File: src/rtl/tdc_pkg.sv
// Shared types and helpers for the TDC measurement sequencer and its bench.
package tdc_pkg;

  localparam int TDC_MAX_TAPS = 256;

  typedef enum logic [2:0] {
    IDLE,
    ARM,
    LAUNCH,
    WAIT_STOP,
    CAPTURE,
    DONE
  } tdc_state_e;

  function automatic int fine_w(input int n);
    return (n > 1) ? $clog2(n) : 1;
  endfunction

  // Zero-extension keeps the property intact, so narrower tap words can be passed in.
  function automatic logic is_thermo(input logic [TDC_MAX_TAPS-1:0] t);
    return ~|(t & (t + TDC_MAX_TAPS'(1)));
  endfunction

endpackage

File: src/rtl/tdc_sync_edge.sv
// Two-flop synchronizer for the raw stop input, plus a rising-edge strobe.
module tdc_sync_edge (
  input  logic clk_i,
  input  logic rst_i,
  input  logic d_i,
  output logic sync_o,
  output logic rise_o
);

  logic meta_q, sync_q, prev_q;

  always_ff @(posedge clk_i or posedge rst_i) begin
    if (rst_i) begin
      meta_q <= 1'b0;
      sync_q <= 1'b0;
      prev_q <= 1'b0;
    end else begin
      meta_q <= d_i;
      sync_q <= meta_q;
      prev_q <= sync_q;
    end
  end

  assign sync_o = sync_q;
  assign rise_o = sync_q & ~prev_q;

endmodule

File: src/rtl/tdc_meas_ctrl.sv
// Measurement sequencer: clears the delay line, launches start, counts coarse
// cycles until the synchronized stop edge, then samples fine code and bubble flag.
module tdc_meas_ctrl
  import tdc_pkg::*;
#(
  parameter int NUM_TAPS       = 32,
  parameter int COARSE_W       = 16,
  parameter int SETTLE_CYCLES  = 4,
  parameter int CAPTURE_DLY    = 2,
  parameter int TIMEOUT_CYCLES = 1000,
  localparam int FINE_W        = fine_w(NUM_TAPS)
) (
  input  logic                clk,
  input  logic                rst,
  input  logic                req_valid,
  output logic                req_ready,
  output logic                start_out,
  input  logic                stop_in,
  input  logic [NUM_TAPS-1:0] taps_raw,
  input  logic [FINE_W-1:0]   fine_code,
  output logic                res_valid,
  input  logic                res_ready,
  output logic [COARSE_W-1:0] res_coarse,
  output logic [FINE_W-1:0]   res_fine,
  output logic                res_timeout,
  output logic                res_bubble,
  output logic                busy
);

  localparam int SET_W = $clog2(SETTLE_CYCLES + 1);
  localparam int CAP_W = $clog2(CAPTURE_DLY + 1);
  localparam logic [SET_W-1:0]    SETTLE_LAST = SET_W'(SETTLE_CYCLES - 1);
  localparam logic [CAP_W-1:0]    CAP_LAST    = CAP_W'(CAPTURE_DLY - 1);
  localparam logic [COARSE_W-1:0] TIMEOUT     = COARSE_W'(TIMEOUT_CYCLES);

  tdc_state_e          state_q, state_d;
  logic [SET_W-1:0]    settle_q, settle_d;
  logic [CAP_W-1:0]    cap_q, cap_d;
  logic [COARSE_W-1:0] coarse_q, coarse_d;
  logic [COARSE_W-1:0] res_coarse_q, res_coarse_d;
  logic [FINE_W-1:0]   res_fine_q, res_fine_d;
  logic                res_timeout_q, res_timeout_d;
  logic                res_bubble_q, res_bubble_d;
  logic                stop_sync, stop_rise;

  tdc_sync_edge u_stop_sync (
    .clk_i  (clk),
    .rst_i  (rst),
    .d_i    (stop_in),
    .sync_o (stop_sync),
    .rise_o (stop_rise)
  );

  always_ff @(posedge clk or posedge rst) begin
    if (rst) begin
      state_q       <= IDLE;
      settle_q      <= '0;
      cap_q         <= '0;
      coarse_q      <= '0;
      res_coarse_q  <= '0;
      res_fine_q    <= '0;
      res_timeout_q <= 1'b0;
      res_bubble_q  <= 1'b0;
    end else begin
      state_q       <= state_d;
      settle_q      <= settle_d;
      cap_q         <= cap_d;
      coarse_q      <= coarse_d;
      res_coarse_q  <= res_coarse_d;
      res_fine_q    <= res_fine_d;
      res_timeout_q <= res_timeout_d;
      res_bubble_q  <= res_bubble_d;
    end
  end

  always_comb begin
    state_d       = state_q;
    settle_d      = settle_q;
    cap_d         = cap_q;
    coarse_d      = coarse_q;
    res_coarse_d  = res_coarse_q;
    res_fine_d    = res_fine_q;
    res_timeout_d = res_timeout_q;
    res_bubble_d  = res_bubble_q;
    case (state_q)
      IDLE: begin
        if (req_valid) begin
          state_d  = ARM;
          settle_d = '0;
        end
      end
      ARM: begin
        // Counter parks at its last value while a stale stop is still high.
        if (settle_q == SETTLE_LAST) begin
          if (!stop_sync) state_d = LAUNCH;
        end else begin
          settle_d = settle_q + SET_W'(1);
        end
      end
      LAUNCH: begin
        coarse_d = '0;
        state_d  = WAIT_STOP;
      end
      WAIT_STOP: begin
        if (stop_rise) begin
          res_coarse_d = coarse_q;
          cap_d        = '0;
          state_d      = CAPTURE;
        end else if (coarse_q == TIMEOUT) begin
          res_coarse_d  = TIMEOUT;
          res_fine_d    = '0;
          res_timeout_d = 1'b1;
          res_bubble_d  = 1'b0;
          state_d       = DONE;
        end else if (coarse_q != '1) begin
          coarse_d = coarse_q + COARSE_W'(1);
        end
      end
      CAPTURE: begin
        if (cap_q == CAP_LAST) begin
          res_fine_d    = fine_code;
          res_bubble_d  = ~is_thermo(TDC_MAX_TAPS'(taps_raw));
          res_timeout_d = 1'b0;
          state_d       = DONE;
        end else begin
          cap_d = cap_q + CAP_W'(1);
        end
      end
      DONE: begin
        if (res_ready) state_d = IDLE;
      end
      default: state_d = IDLE;
    endcase
  end

  assign req_ready   = (state_q == IDLE);
  assign busy        = (state_q != IDLE);
  assign res_valid   = (state_q == DONE);
  assign start_out   = (state_q == LAUNCH) || (state_q == WAIT_STOP) || (state_q == CAPTURE);
  assign res_coarse  = res_coarse_q;
  assign res_fine    = res_fine_q;
  assign res_timeout = res_timeout_q;
  assign res_bubble  = res_bubble_q;

endmodule

File: config.mk
export PLATFORM = sky130hd
export DESIGN_NAME = tdc_meas_ctrl
export DESIGN_NICKNAME = d
export VERILOG_FILES = /design/src/rtl/tdc_pkg.sv /design/src/rtl/tdc_sync_edge.sv /design/src/rtl/tdc_meas_ctrl.sv
export SDC_FILE = /design/constraint.sdc
export NUM_CORES = 1
export LEC_CHECK = 0
export ABC_AREA = 1
export CAP_MARGIN = 10
export CORE_UTILIZATION = 56
export DETAILED_ROUTE_END_ITERATION = 12
export PLACE_DENSITY = 0.86
export SLEW_MARGIN = 20
export SYNTH_ARGS = -nofsm -noshare
export SYNTH_HDL_FRONTEND = slang
export SYNTH_SLANG_ARGS = --single-unit
File: constraint.sdc
create_clock -name clk -period 2.65 [get_ports clk]
set_input_delay 0.265 -clock clk [delete_from_list [all_inputs] [get_ports clk]]
set_output_delay 0.265 -clock clk [all_outputs]
set_load 0.05 [all_outputs]
==> out/metrics.cfg <==
[status]
status = completed

[yosys]
synth_edf_count = 0
async_flop_share_pct = 100.0
syn_inst = 481
synth_top_area_cell = dfrtp_1
seq_area_frac_synth_pct = 37.82
synth_top_area_share_pct = 37.82
syn_avg_cell_area_um2 = 6.878
ys.flop_type = dfrtp_1
ys_warn_count = 0
ys_seq_elements = 50
synth_area_leaders = dfrtp_1 38%, nand2_1 18%, nor2_1 9.3%, inv_1 4.7%, o21ai_2 4.0%
synth_cell_types = 36
syn_area_um2 = 3308
syn_nets = 528

[power]
power_density_nw_per_um2 = 726.4
peakVddDrop_uv = 630.5
p_leak_nw = 1.796
p_total_mw = 3.016

[global_route]
grt_pass1_wl_mm = 14.12
grt_max_degree = 27
grtUsageTotal_pct = 28.74
antenna_found_initial = 0
grt_pass1_vias = 3189
grt_overflow_total = 0

[detailed_routing]
ant_nets = 0
via_per_inst = 5.234
drtIter0Drc = 160
drc = 0
vias = 3266
drt_pass1_iterations = 4
routed_wl_mm = 8.091
wl_per_cell_um = 12.97

[clock_tree]
postCtsResizedCells = 0
holdBufCountCts = 0
htreeDepth = 2
cts_tree = yes
cts_buffer_depth = 2
path_clk_slew_ns = 0.09
numCtsBuffers = 5
insertion_delay_ns = 0.31
root_buffer = clkbuf_8
clock-sinks = 50
postCtsSetupBuffers = 0

[sta]
fin_skew_ns = 0.01286
fmaxAchievable_ghz = 0.4305
worst_slew_pin_slew_ns = 0.5490
fin_crit_ns = 2.323
relSlewSlack_pct = 63.29
setup_tns_ns = 0
hold_viol_final = 0
holdWs_ns = 0.2888
setup_viol = 0
timing.final.crit_share_pct = 87.66
drv_slew = 0
rsz0062_at_grt = no

[placement]
dpl.hpwl_mm = 6.473
portBuffers = 68
gp_congestion = 0.9094

[worst_setup_path]
cp.required_ns = 2.38
cp-end-kind = output pin
crit_path_max_fanout = 4
path_class = flop to output pin
slowest_delay_ns = 0.79
worst_ep_arrival_time_ns = 2.06
worstSetupStartpointType = flop
reg2reg_depth = 10
rrSetupSlack_ns = 0.63
worst_path_dominant_cell_family = buffers and inverters
r2r-end = coarse_q[10]$_DFFE_PP0P_
path_buf_inv = 3
cp_slowest_cell = clkdlybuf4s50_1
r2r-start = coarse_q[0]$_DFFE_PP0P_
path_cells = nor2_1 -> inv_1 -> nor2_1 -> inv_1 -> nand2_1 -> clkdlybuf4s50_1

[floorplan]
start_util_pct = 58.99
die_h_um = 78.86
die_w_um = 78.86
io_pins = 69
rows = 27
dieArea_um2 = 6219
coreArea_um2 = 5608

[finish]
final_nets = 598
area_delta_synth_final_pct = 25.49
num-fill-cells = 454
drive_gt1_share_pct = 10.33
antennaDiodeCount = 0

[hold_path]
min_path_type = primary input to asynchronous set/reset pin

[flow_run]
maxCapViolCount = 0

[per-layer routing]
layer | track usage (%) | vias up | part of all wire, %
met1 | 36.90 | 1493 | 45
met3 | 5.287 | 13 | 5.2
met5 | 0 | - | 0
met4 | 8.727 | 0 | 1.7
li1 | - | 1664 | -
met2 | 49.13 | 96 | 48
[registers in the layout (all words and copies together) (netlist names)]
register            count
u_stop_sync.sync_o      1
res_timeout             1
state_q                 3
coarse_q               16
cap_q                   2
u_stop_sync.prev_q      1
u_stop_sync.meta_q      1
res_fine                5
settle_q                3
res_bubble              1
res_coarse             16
[Yosys cell counts, types with 2 or more instances]
library cell  instances
inv_1                41
nor2_1               82
nor3_2                2
dfrtp_1              50
nand3b_1              2
nand3_1              10
o21ai_2              15
xor2_1               11
a21oi_1              10
buf_12                2
nor2_4                2
o21ai_0              22
nand4_1              10
nand2_2               6
o21ai_1              10
nor2_2                4
nor3_1                9
ha_1                  5
nand2_1             158
inv_2                11
buf_2                 4
[worst max path at each step]
| stage | end | slack [ns] | depth (start not counted) | from |
|---|---|---|---|---|
| final | start_out | 0.33 | 6 | state_q[0]$_DFFE_PP0P_ |
| after global routing | start_out | 0.23 | 6 | state_q[0]$_DFFE_PP0P_ |
| after CTS | start_out | 0.33 | 6 | state_q[0]$_DFFE_PP0P_ |
| after detailed placement | res_bubble$_DFFE_PP0P_ | 0.56 | 14 | taps_raw[1] |
| after global placement | res_bubble$_DFFE_PP0P_ | 0.53 | 14 | taps_raw[2] |
| after floorplan | state_q[2]$_DFFE_PP0P_ | 0.13 | 10 | state_q[1]$_DFFE_PP0P_ |
[per-stage QoR]
step	instances	setup slack [ns]	util [%]	instance area [um2]
6_report	624	0.3269	74.03	4151
3_5_place_dp	616	0.5592	71.87	4030
2_1_floorplan	481	0.1348	-	3308
4_1_cts	624	0.3306	74.03	4151
5_1_grt	624	0.2266	74.03	4151
3_3_place_gp	616	0.5283	71.87	4030
[where the power goes]
group | internal [mW] | total [mW] | switching, mW
Combinational | 0.448 | 1.45 | 1.00
Clock | 0.311 | 0.577 | 0.266
Sequential | 0.898 | 0.989 | 0.0911
[layout make-up]
class | instances | area [um2] | share of cell area (%)
clock inverter | 2 | 38.79 | 0.9343
multi-input combinational | 370 | 1785 | 43.01
clock buffer | 6 | 82.58 | 1.989
sequential | 50 | 1251 | 30.14
tap | 72 | 90.09 | 2.170
timing repair buffer | 70 | 695.7 | 16.76
inverter | 54 | 207.7 | 5.003
[cell families after synthesis]
family | Yosys count | share of synthesized area, %
AO/OA/AOI/OAI | 60 | 11.16
buffers and inverters | 61 | 8.207
adder cells (fa/ha/maj) | 5 | 1.891
XOR/XNOR | 11 | 2.912
flip-flops | 50 | 37.82
AND/OR/NAND/NOR | 294 | 38.01
[cell usage in the layout (no fill, tap or decap), drive strengths merged]
cell type      synthesis  final
nand2                165    165
nor2                  88     88
clkdlybuf4s50          0     68
inv                   53     54
dfrtp                 50     50
o21ai                 47     47
xor2                  11     11
nand3                 11     11
nand4                 11     11
nor3                  11     11
a21oi                 10     10
clkbuf                 1      6
ha                     5      5
nand3b                 2      2
buf                    6      2
nor4                   2      2
clkinv                 1      1
or2                    1      1
o211ai                 1      1
a31oi                  1      1
o21a                   1      1
nor3b                  1      1
and2                   1      1
and3                   1      1
bufinv                 0      1
Power figures use the tool's default switching activity.
